==> src/rtl/tx_sched.sv <==
`timescale 1ns/1ps
// tx_sched: round-robin launcher that shares one UART transmitter among N_REQ
// level-signalling requesters, tracking tx_busy and dropping on a busy timeout.
module tx_sched #(
   parameter int DATA_W  = 8,
   parameter int N_REQ   = 4,
   parameter int BUSY_TO = 4
) (
   input  logic                    clk,
   input  logic                    RST,
   input  logic [N_REQ-1:0]        req_lvl,
   input  logic [N_REQ*DATA_W-1:0] req_data,
   input  logic                    tx_busy,
   output logic [DATA_W-1:0]       tx_data,
   output logic                    tx_valid,
   output logic [N_REQ-1:0]        grant,
   output logic [N_REQ-1:0]        pending,
   output logic                    drop
);

   localparam int PTR_W = (N_REQ > 1) ? $clog2(N_REQ) : 1;
   localparam int CNT_W = (BUSY_TO > 0) ? $clog2(BUSY_TO + 1) : 1;

   localparam logic [1:0] ST_IDLE    = 2'd0;
   localparam logic [1:0] ST_LAUNCH  = 2'd1;
   localparam logic [1:0] ST_WAIT_HI = 2'd2;
   localparam logic [1:0] ST_WAIT_LO = 2'd3;

   logic [1:0]        state;
   logic [N_REQ-1:0]  req_q;
   logic [N_REQ-1:0]  rise;
   logic [N_REQ-1:0]  clr;
   logic [N_REQ-1:0]  rot;
   logic [PTR_W-1:0]  ptr;
   logic [PTR_W-1:0]  win_idx;
   logic              win_found;
   logic              launch;
   logic [DATA_W-1:0] win_byte;
   logic [CNT_W-1:0]  cnt;

   function automatic logic [PTR_W-1:0] wrap_inc(input logic [PTR_W-1:0] idx);
      logic [PTR_W-1:0] nxt;
      nxt = idx + PTR_W'(1);
      if (idx == PTR_W'(N_REQ - 1))
         nxt = '0;
      return nxt;
   endfunction

   function automatic logic [N_REQ-1:0] onehot(input logic [PTR_W-1:0] idx);
      logic [N_REQ-1:0] v;
      v = '0;
      for (int i = 0; i < N_REQ; i++)
         if (idx == PTR_W'(i))
            v[i] = 1'b1;
      return v;
   endfunction

   // Rotate pending so bit 0 is the requester at ptr; lowest set bit wins.
   assign rot = N_REQ'({pending, pending} >> ptr);

   always_comb begin
      logic [PTR_W:0] sum;
      win_found = 1'b0;
      win_idx   = '0;
      sum       = '0;
      for (int j = N_REQ - 1; j >= 0; j--) begin
         if (rot[j]) begin
            win_found = 1'b1;
            sum = {1'b0, ptr} + (PTR_W+1)'(j);
            if (sum >= (PTR_W+1)'(N_REQ))
               sum = sum - (PTR_W+1)'(N_REQ);
            win_idx = sum[PTR_W-1:0];
         end
      end
   end

   always_comb begin
      win_byte = '0;
      for (int i = 0; i < N_REQ; i++)
         if (win_idx == PTR_W'(i))
            win_byte = req_data[i*DATA_W +: DATA_W];
   end

   assign rise   = req_lvl & ~req_q;
   assign launch = (state == ST_IDLE) && win_found && !tx_busy;
   assign clr    = launch ? onehot(win_idx) : '0;

   always_ff @(posedge clk or posedge RST) begin
      if (RST) begin
         state    <= ST_IDLE;
         req_q    <= '0;
         pending  <= '0;
         ptr      <= '0;
         cnt      <= '0;
         tx_data  <= '0;
         tx_valid <= 1'b0;
         grant    <= '0;
         drop     <= 1'b0;
      end else begin
         req_q    <= req_lvl;
         // A fresh rise on the granted bit re-arms it in the same cycle.
         pending  <= (pending & ~clr) | rise;
         tx_valid <= 1'b0;
         grant    <= '0;
         drop     <= 1'b0;
         case (state)
            ST_IDLE: begin
               if (launch) begin
                  tx_data  <= win_byte;
                  tx_valid <= 1'b1;
                  grant    <= onehot(win_idx);
                  ptr      <= wrap_inc(win_idx);
                  state    <= ST_LAUNCH;
               end
            end
            ST_LAUNCH: begin
               cnt   <= CNT_W'(BUSY_TO);
               state <= ST_WAIT_HI;
            end
            ST_WAIT_HI: begin
               if (tx_busy) begin
                  state <= ST_WAIT_LO;
               end else if (cnt <= CNT_W'(1)) begin
                  cnt   <= '0;
                  drop  <= 1'b1;
                  state <= ST_IDLE;
               end else begin
                  cnt <= cnt - CNT_W'(1);
               end
            end
            default: begin
               if (!tx_busy)
                  state <= ST_IDLE;
            end
         endcase
      end
   end

endmodule
==> config.mk <==
export PLATFORM = sky130hd
export DESIGN_NAME = tx_sched
export DESIGN_NICKNAME = d
export VERILOG_FILES = /design/src/rtl/tx_sched.sv
export SDC_FILE = /design/constraint.sdc
export NUM_CORES = 1
export LEC_CHECK = 0
export BUFFER_PORTS_ARGS = -buffer_cell sky130_fd_sc_hd__clkbuf_2
export CORE_ASPECT_RATIO = 2
export CORE_MARGIN = 3
export CORE_UTILIZATION = 45
export DETAILED_ROUTE_END_ITERATION = 8
export PLACE_DENSITY = 0.84
export SLEW_MARGIN = 40
export SYNTH_ARGS = -nofsm -noshare
export SYNTH_HDL_FRONTEND = slang
export SYNTH_SLANG_ARGS = --single-unit
==> constraint.sdc <==
create_clock -name clk -period 2.2 [get_ports clk]
set_clock_uncertainty 0.05 [all_clocks]
set_input_delay 0.44 -clock clk [delete_from_list [all_inputs] [get_ports clk]]
set_output_delay 0.44 -clock clk [all_outputs]
set_load 0.01 [all_outputs]
==> results of run 1 <==
## layout make-up
class | instances | share of cell area
inverter | 22 | 0.0381
sequential | 29 | 0.335
timing repair buffer | 71 | 0.183
clock inverter | 2 | 0.00462
clock buffer | 6 | 0.0335
multi-input combinational | 101 | 0.378
tap | 48 | 0.0277
## registers in the layout, summed over array words and instances (netlist names)
signal	count
tx_data	8
pending	4
drop	1
req_q	4
tx_valid	1
state	2
grant	4
ptr	2
cnt	3
## per-layer routing
layer  share of wire  up-vias  routed length [um]
li1                -      699                   -
met1            0.36      648                1350
met2            0.56       54                2070
met3           0.056        6                 209
met4           0.021        0                  78
met5               0        -                   0
## path summary, 6_finish.rpt
kind / slack (ns) / to / cells after the start
max: 0.10 / tx_data[7] / 9
min: 0.15 / tx_data[0] / 3
max reg2reg: 0.10 / tx_data[7] / 9
min reg2reg: 0.38 / pending[3] / 1
max in group asynchronous: 1.67 / req_q[1] / 3
min in group clk: 0.23 / req_q[3] / 1
## report_power, final
group | internal, mW | switching, mW | total [mW]
Clock | 0.218 | 0.192 | 0.410
Sequential | 0.730 | 0.139 | 0.869
Combinational | 1.02 | 1.08 | 2.10
## kinds of logic (layout without fill, tap and decap cells)
group                      after synthesis  in the layout
adders and majority gates                9              9
muxes                                    3              3
buffers and inverters                   32            101
AOI/OAI and AO/OA                       47             47
and+or+nand+nor                         42             42
DFF                                     29             29
## per-stage QoR
stage,setup slack (ns),utilization
finish,0.102,0.627
global placement,-0.0293,0.576
detailed placement,-0.138,0.576
floorplan,0.0579,-
CTS,0.0209,0.608
global route,-0.0263,0.627
## timing repair
action                                  4_1_cts  5_1_grt
endpoints found under the setup margin        8        9
setup buffers                                 2        2
hold buffers                                  0        0
pin swaps                                     1        2
gates resized for setup                       4        9
## critical path, stage by stage, from the launching register on
cell	delay, ns
dfrtp_1	0.40
nand2_1	0.10
nand2_1	0.08
a21oi_1	0.10
o22ai_2	0.26
ha_2	0.24
nor2b_4	0.23
a221oi_1	0.12
a211o_1	0.29
a31oi_2	0.16
## cell usage in the layout, fill, tap and decap left out, types with 2 or more instances in the layout
master,Yosys,layout
clkbuf_2,1,56
dfrtp_1,29,29
inv_1,22,21
nor2_1,17,17
buf_4,1,14
nand2_1,12,12
a21oi_1,8,8
a211o_1,8,8
a31oi_2,8,8
a221oi_1,8,7
ha_1,9,5
clkbuf_8,0,5
nand2b_1,4,4
and2_2,4,4
o22ai_1,5,4
ha_4,0,3
o2bb2ai_1,2,2
clkinv_2,0,2
==> summary.md, run 1 <==
| Metric | Value |
|---|---|
| Initial DRC count | `26` |
| Via density | `5.04` |
| Setup TNS Final | `0 ns` |
| Wire length of the first global-routing pass | `around 6000 um` |
| Cells after Synth | `between 150 and 200` |
| Max IR drop VDD | `roughly 0.96 mV` |
| CP Launch Point | `ptr[1]` |
| Clk sinks | `29` |
| Vias in the first global route | `1416` |
| Antenna-violating nets left | `0` |
| Xor-xnor portion of the synthesized cell area | `0` |
| Critical path class | `flop to flop` |
| Share of cells above drive strength 1 | `0.450` |
| Die width | `48.6 um` |
| Root Buffer | `clkbuf_8` |
| Total global routing overflow | `0` |
| WL final | `3700 um` |
| Cell taking the most area after synthesis | `dfrtp_1` |
| # port buffers | `56` |
| Die height | `91.2 um` |
| Antenna violations before repair | `0` |
| Core ar. | `0.00345 sq mm` |
| Slew HR | `0.645` |
| Post-synth cell types | `34` |
| Synth Register Bits | `29` |
| Adder-Cell Fraction of Synth Area | `0.0690` |
| Pins Over Slew Limit | `0` |
| Most Crowded Layer GR | `met2` |
| Endpoints failing setup | `0` |
| CTS tree | `yes` |
| Tmin final | `approximately 2.1 ns` |
| Static Leak | `~1.1 nW` |
| Post-synthesis simple-gate area fraction | `0.132` |
| Worst Path Required | `around 2.4 ns` |
| # diodes | `0` |
| DIE AREA | `between 0.004 and 0.005 sq mm` |
| Area occupied by multi-input gates | `818 sq um` |
| Maximum fanout along the worst path | `8` |
| Status | `complete, no violations` |
| EDFF count, synth | `0` |
| Clk_lat worst skew | `around 0.27 ns` |
| P&R area growth vs syn | `32.7%` |
| DRC viols | `0` |
| Synth top area share | `0.445` |
| RSZ-0062 raised after global routing | `yes` |
| Mux contribution to synthesized area | `0.0199` |
| DP Cell Count | `about 270` |
| Cts bufs inserted | `5` |
| Placed cell areas | `around 0.0020 sq mm` |
| Routing usage on met3 | `0.0296` |
| FF+latch area | `between 700 and 800 sq um` |
| Largest net degree at the start of global routing | `30` |
| Post-Syn Area | `0.00163 sq mm` |
| Syn Nets | `210` |
| Final #Nets | `approximately 280` |
| First-pass detailed-route iteration total | `4` |
| Tightest Pin Transition | `between 0.5 and 0.6 ns` |
| GPL Wtd Cong | `0.803` |
| Synth Area per Inst | `roughly 10 sq um` |
| Filler Cells Inserted | `between 200 and 300` |
| I/O pins | `57` |
| Top cells by area, synth | `dfrtp_1 44%, ha_1 6.9%, a31oi_2 6.1%, inv_1 5.1%, a211o_1 4.3%` |
| Most common cell in the netlist | `dfrtp_1` |
| Post-DP HPWL | `2840 um` |
| Worst hold slack | `0.152 ns` |
| Fin area | `0.00217 sq mm` |
| CP startpoint kind | `flop` |
| Worst Path Arrival | `2.25 ns` |
| Via Count | `roughly 1.4k` |
| H-Tree Depth | `2` |
| Fin crit share | `0.954` |
| Max Clk Rate | `approximately 480 MHz` |
| PwrDens | `between 1500 and 2000 mW/mm^2` |
| Initial Util | `0.472` |
| Gr usage total | `0.174` |
| Row count | `30` |
| CTS max path bufs | `2` |
| RR Startpoint | `ptr[1]` |
| GR Layer Usage met2 | `0.328` |
| Cell Count, Final, Fillers Out | `about 280` |
| Worst hold path class | `primary input to asynchronous set/reset pin` |
| Most frequent cells after synthesis | `29 x dfrtp_1, 22 x inv_1, 17 x nor2_1` |
| Post-synthesis async set-or-reset flop share | `1.00` |
| Synth Area in Compound Gates | `0.241` |
| CTS clk-pin slew, worst paths | `~0.060 ns` |
| Total power draw | `approximately 3.4 mW` |
| Final hold violations | `0` |
| Synthesis Warnings | `0` |
| M1 GR Usage | `0.179` |
| Ys flop type | `dfrtp_1` |
| Max Cap Viol | `0` |
| Crit end category | `flop` |
| Largest family of logic cells by synthesized area | `compound AO/OA/AOI/OAI gates` |
| Seq/Total Area, Yosys | `0.445` |
| Average wire per standard cell | `roughly 13 um` |
Power figures use the tool's default switching activity.
==> inputs of run 2 (changes only) <==
- CORE_ASPECT_RATIO: 2 -> 0.5
==> run 2 against run 1 <==
  * Die area hardly changed
  * Sequential power increased by 2%
  * Critical path depth unchanged
  * Via count decreased by 0.21%
  * Non-clock buffer count down 4
  * Global-route usage up 0.92 points
  * The flow now finishes with violations (setup timing)
  * Clock power up 5%
  * Worst hold slack gained 0.014 ns
  * Fmax down 5.2%
  * Flip-flop and latch count is the same
==> summary.md, run 2 (synthesized netlist as in run 1, its figures left out) <==
| Metric | Value |
|---|---|
| Largest Register | `tx_data` |
| Most common cell after layout, fill and taps aside | `clkbuf_2` |
| Final worst slack | `-0.0121 ns (-0.114 ns)` |
| Antenna-violating nets left | `0 (unchanged)` |
| Setup TNS Final | `-0.0173 ns (-0.0173 ns)` |
| PwrDens | `1550 mW/mm^2 (-0.84%)` |
| Average wire per standard cell | `14.4 um (+8.7%)` |
| Initial Util | `0.506 (+0.0337)` |
| H-Tree Depth | `2 (unchanged)` |
| Maximum fanout along the worst path | `8 (unchanged)` |
| Via Count | `1404 (-0.21%)` |
| Cell Count, Final, Fillers Out | `274 (-1.8%)` |
| Via density | `5.12 (+1.6%)` |
| RSZ-0062 raised after global routing | `yes` |
| Max Cap Viol | `0 (unchanged)` |
| Clk sinks | `29 (unchanged)` |
| CP max stage delay | `0.42 ns (+0.02 ns)` |
| Clk_lat worst skew | `0.27 ns (about the same)` |
| Tightest Pin Transition | `0.391 ns (-0.140 ns)` |
| Die width | `91.2 um (+88%)` |
| Worst Path Required | `2.28 ns (-0.07 ns)` |
| DRC viols | `0 (unchanged)` |
| Worst hold path class | `primary input to asynchronous set/reset pin` |
| WL final | `3950 um (+6.7%)` |
| Wire length of the first global-routing pass | `6470 um (+6.5%)` |
| Antenna violations before repair | `0 (unchanged)` |
| Pins Over Slew Limit | `0 (unchanged)` |
| Initial DRC count | `45 (+73%)` |
| CP startpoint kind | `flop` |
| # port buffers | `56 (unchanged)` |
| Commonest non-fill, non-tap cells in the layout | `56 x clkbuf_2, 29 x dfrtp_1, 22 x inv_1, 17 x nor2_1, 12 x nand2_1` |
| Filler Cells Inserted | `252 (-14%)` |
| CTS max path bufs | `2 (unchanged)` |
| Crit end category | `flop` |
| Pre-CTS WS | `-0.236 ns (-0.0978 ns)` |
| Crit path max-delay family | `compound AO/OA/AOI/OAI gates` |
| Final #Nets | `274 (-1.4%)` |
| Critical path buffer and inverter count | `1 (+1)` |
| Critical path class | `flop to flop` |
| CTS clk-pin slew, worst paths | `0.06 ns (about the same)` |
| I/O pins | `57 (unchanged)` |
| Share of cells above drive strength 1 | `0.456 (+0.00554)` |
| Largest register FFs | `8 (unchanged)` |
| DIE AREA | `0.00443 sq mm (about the same)` |
| DP Cell Count | `266 (-0.37%)` |
| Row count | `14 (-53%)` |
| Tmin final | `2.21 ns (+0.114 ns)` |
| # diodes | `0 (unchanged)` |
| Core ar. | `0.00322 sq mm (-6.7%)` |
| Cts bufs inserted | `5 (unchanged)` |
| Gr usage total | `0.183 (+0.00922)` |
| Endpoints failing setup | `2 (+2)` |
| Worst Path Arrival | `2.30 ns (+0.05 ns)` |
| Crit-path cells | `mux2i_1 > nor2_1 > a211oi_2 > inv_1 > ha_2 > nor2b_4 > a221oi_1 > a211o_1 > a31oi_2` |
| Vias in the first global route | `1495 (+5.6%)` |
| Total power draw | `3.31 mW (-1.9%)` |
| Max Clk Rate | `452 MHz (-5.2%)` |
| FF+latch area | `726 sq um (unchanged)` |
| Area occupied by multi-input gates | `821 sq um (+0.31%)` |
| Slew HR | `0.739 (+0.0947)` |
| Status | `finished with violations` |
| GPL Wtd Cong | `0.741 (-7.7%)` |
| Post-DP HPWL | `2830 um (-0.35%)` |
| Static Leak | `1.08 nW (-1.0%)` |
| P&R area growth vs syn | `31.3%` |
| CTS tree | `yes` |
| CP max-delay cell | `dfrtp_1` |
| Root Buffer | `clkbuf_8` |
| Placed cell areas | `0.00198 sq mm (-0.38%)` |
| First-pass detailed-route iteration total | `4 (unchanged)` |
| Max IR drop VDD | `0.661 mV (-31%)` |
| Fin area | `0.00214 sq mm (-1.1%)` |
| Largest net degree at the start of global routing | `30 (unchanged)` |
| Violated checks | `setup timing` |
| Fin crit share | `1.01 (+0.0518)` |
| Final hold violations | `0 (unchanged)` |
| Total global routing overflow | `0 (unchanged)` |
| Die height | `48.6 um (-47%)` |
run 2: cell count changes in the layout (fill, tap and decap cells not counted):
cell,delta
clkbuf_8,+1
o22ai_1,+1
ha_2,+2
ha_4,-3
inv_2,-1
inv_1,+1
ha_1,+1
a21oi_2,+1
a221oi_1,-6
buf_4,-4
clkinv_2,-2
a21oi_1,-1
o22ai_2,-1
a221oi_2,+6
run 2: path summary, 6_finish.rpt:
kind,start,end,slack [ns],cells after the start
worst min register to register,req_q[3],pending[3],0.38,1
max in group asynchronous,RST,tx_data[3],1.67,3
worst min-delay path,RST,cnt[0],0.17,3
min in group clk,req_lvl[3],req_q[3],0.24,1
worst max-delay path,ptr[1],tx_data[4],-0.01,9
worst max register to register,ptr[1],tx_data[4],-0.01,9
run 2: where the power goes:
group | internal, mW | switching, mW | leakage (nW)
logic | 0.912 | 1.09 | 0.690
registers | 0.730 | 0.155 | 0.341
clock network | 0.247 | 0.181 | 0.0443
run 2: layer usage:
layer  global-route usage  wire [um]
met2                0.342       2150
met5                    0          0
met3               0.0542        161
met4               0.0875         25
met1                0.189       1610
run 2: stage by stage:
stage / utilization / hold slack (ns)
2_1_floorplan: - / 0.360
3_3_place_gp: 0.615 / 0.363
3_5_place_dp: 0.615 / 0.372
4_1_cts: 0.645 / 0.171
5_1_grt: 0.665 / 0.191
6_report: 0.665 / 0.166
run 2: repair_timing:
action                                 CTS  global route
gates resized for setup                  3            11
setup endpoints to repair                8             8
pin swaps                                0             6
endpoints found under the hold margin    0             0
hold buffers                             0             0
buffers inserted                         0             1
run 2: cell type report:
type | count | area share
Clock buffer | 7 | 0.0403
Inverter | 22 | 0.0386
Multi-Input combinational cell | 101 | 0.383
Sequential cell | 29 | 0.339
Tap cell | 48 | 0.0280
Timing Repair Buffer | 67 | 0.171
run 2: worst register-to-register path, stage by stage, from the launching register on:
cell,delay (ns)
dfrtp_1,0.42
mux2i_1,0.22
nor2_1,0.08
a211oi_2,0.32
inv_1,0.13
ha_2,0.20
nor2b_4,0.17
a221oi_1,0.25
a211o_1,0.15
a31oi_2,0.09
==> inputs of run 3 (changes only) <==
==> constraint.sdc (replaced) <==
create_clock -name clk -period 2.2 [get_ports clk]
set_clock_uncertainty 0.05 [all_clocks]
set_input_delay 0.11 -clock clk [delete_from_list [all_inputs] [get_ports clk]]
set_output_delay 0.11 -clock clk [all_outputs]
set_load 0.01 [all_outputs]
==> run 3 against run 2 <==
  * The flow now finishes without violations
  * Clock-buffer cell count stayed put
  * Non-clock buffer count increased by 6
  * Combinational power is 3% higher
  * Critical path type unchanged
==> summary.md, run 3 (synthesized netlist as in run 1, its figures left out) <==
| Metric | Value |
|---|---|
| Commonest non-fill, non-tap cells in the layout | `56 x clkbuf_2, 27 x dfrtp_1, 22 x inv_1, 17 x nor2_1, 12 x nand2_1` |
| Most common cell after layout, fill and taps aside | `clkbuf_2` |
| CTS clk-pin slew, worst paths | `0.06 ns (about the same)` |
| Wire length of the first global-routing pass | `6860 um (+6.1%)` |
| Final worst slack | `0.0109 ns (+0.0230 ns)` |
| CTS max path bufs | `2 (unchanged)` |
| Vias in the first global route | `1558 (+4.2%)` |
| Crit path max-delay family | `compound AO/OA/AOI/OAI gates` |
| Crit end category | `flop` |
| Max Cap Viol | `0 (unchanged)` |
| DRC viols | `0 (unchanged)` |
| Static Leak | `1.10 nW (+2.6%)` |
| First-pass detailed-route iteration total | `4 (unchanged)` |
| Final hold violations | `0 (unchanged)` |
| Placed cell areas | `0.00198 sq mm (unchanged)` |
| Die height | `48.6 um (unchanged)` |
| PwrDens | `1530 mW/mm^2 (-1.1%)` |
| Maximum fanout along the worst path | `8 (unchanged)` |
| Core ar. | `0.00322 sq mm (unchanged)` |
| Fin crit share | `0.995 (-0.0105)` |
| Largest Register | `tx_data` |
| Initial Util | `0.506 (unchanged)` |
| Total global routing overflow | `0 (unchanged)` |
| Max Clk Rate | `457 MHz (+1.1%)` |
| GPL Wtd Cong | `0.741 (unchanged)` |
| H-Tree Depth | `2 (unchanged)` |
| Initial DRC count | `62 (+38%)` |
| Antenna-violating nets left | `0 (unchanged)` |
| Die width | `91.2 um (unchanged)` |
| Worst Path Required | `2.29 ns (about the same)` |
| Critical path buffer and inverter count | `1 (unchanged)` |
| Fin area | `0.00221 sq mm (+3.1%)` |
| # diodes | `0 (unchanged)` |
| Clk sinks | `29 (unchanged)` |
| Slew HR | `0.731 (-0.00847)` |
| Max IR drop VDD | `0.675 mV (+2.2%)` |
| Share of cells above drive strength 1 | `0.461 (+0.00545)` |
| Tightest Pin Transition | `0.404 ns (+0.0127 ns)` |
| Pins Over Slew Limit | `0 (unchanged)` |
| Crit-path cells | `mux2i_1 > nor2_1 > a211oi_2 > inv_1 > ha_2 > nor2b_4 > a221oi_1 > a211o_1 > a31oi_2` |
| Clk_lat worst skew | `0.28 ns (about the same)` |
| P&R area growth vs syn | `35.4%` |
| Largest register FFs | `8 (unchanged)` |
| Largest net degree at the start of global routing | `30 (unchanged)` |
| Tmin final | `2.19 ns (-0.0230 ns)` |
| I/O pins | `57 (unchanged)` |
| Status | `complete, no violations` |
| Endpoints failing setup | `0 (-2)` |
| Gr usage total | `0.195 (+0.0120)` |
| Pre-CTS WS | `-0.236 ns (unchanged)` |
| WL final | `4300 um (+8.9%)` |
| Final #Nets | `280 (+2.2%)` |
| DP Cell Count | `266 (unchanged)` |
| CP max stage delay | `0.40 ns (-0.02 ns)` |
| RSZ-0062 raised after global routing | `yes` |
| Worst Path Arrival | `2.28 ns (-0.02 ns)` |
| Via Count | `1457 (+3.8%)` |
| CP max-delay cell | `dfrtp_2` |
| Cell Count, Final, Fillers Out | `280 (+2.2%)` |
| Antenna violations before repair | `0 (unchanged)` |
| Via density | `5.20 (+1.6%)` |
| # port buffers | `56 (unchanged)` |
| Worst hold path class | `primary input to flop` |
| Root Buffer | `clkbuf_8` |
| Post-DP HPWL | `2830 um (unchanged)` |
| DIE AREA | `0.00443 sq mm (unchanged)` |
| Setup TNS Final | `0 ns (+0.0173 ns)` |
| CP startpoint kind | `flop` |
| Cts bufs inserted | `5 (unchanged)` |
| Row count | `14 (unchanged)` |
| CTS tree | `yes` |
| Critical path class | `flop to flop` |
| Average wire per standard cell | `15.4 um (+6.5%)` |
## run 3: cell count changes in the layout (fill, tap and decap cells not counted), sizes merged
| cell | previous run | this run |
|---|---|---|
| dlygate4sd3 | 0 | 5 |
| buf | 11 | 12 |
## run 3: final timing paths
kind                            cells past startpoint  slack, ns         start         end
worst max register to register                      9       0.01        ptr[1]  tx_data[4]
worst min-delay path                                3       0.04  req_data[24]  tx_data[0]
min in group asynchronous                           4       0.40           RST      cnt[0]
worst max-delay path                                9       0.01        ptr[1]  tx_data[4]
worst min register to register                      1       0.38      req_q[3]  pending[3]
max in group asynchronous                           4       1.41           RST      ptr[1]
## run 3: layout make-up
| cell class | instances | area, sq um |
|---|---|---|
| well taps | 48 | 60.1 |
| multi-input cells | 101 | 827 |
| repair buffers | 73 | 424 |
| inverters | 22 | 82.6 |
| flip-flops and latches | 29 | 728 |
| fillers | 234 | 1010 |
| clock buffers | 7 | 86.3 |
## run 3: what timing repair did
item	in CTS	in global routing
hold buffers	5	0
pin swaps	0	10
endpoints found under the setup margin	8	8
setup buffers	0	2
resized for setup	3	14
hold endpoints to repair	33	0
cloned	0	0
## run 3: through the flow
step,power (mW),hold WS (ns),util
floorplan,2.18,0.0914,-
global placement,2.56,0.120,0.615
detailed placement,2.68,0.137,0.615
CTS,3.17,0.0431,0.660
global route,3.64,0.0412,0.685
finish,3.38,0.0435,0.685
## run 3: per-layer routing
metal	track usage	part of all wire
met2	0.371	0.53
met4	0.0825	0.029
met5	0	0
met3	0.0557	0.052
met1	0.202	0.39
## run 3: power breakdown
| group | total (mW) | internal, mW | switching (mW) |
|---|---|---|---|
| logic | 2.05 | 0.927 | 1.12 |
| clock network | 0.439 | 0.247 | 0.192 |
| registers | 0.896 | 0.734 | 0.162 |
| total | 3.38 | 1.91 | 1.47 |
## run 3: worst reg2reg max path, cell delays in order, from the launching register on
cell and delay, ns:
dfrtp_2 0.40, mux2i_1 0.21, nor2_1 0.08, a211oi_2 0.32, inv_1 0.13, ha_2 0.20
nor2b_4 0.17, a221oi_1 0.26, a211o_1 0.15, a31oi_2 0.09
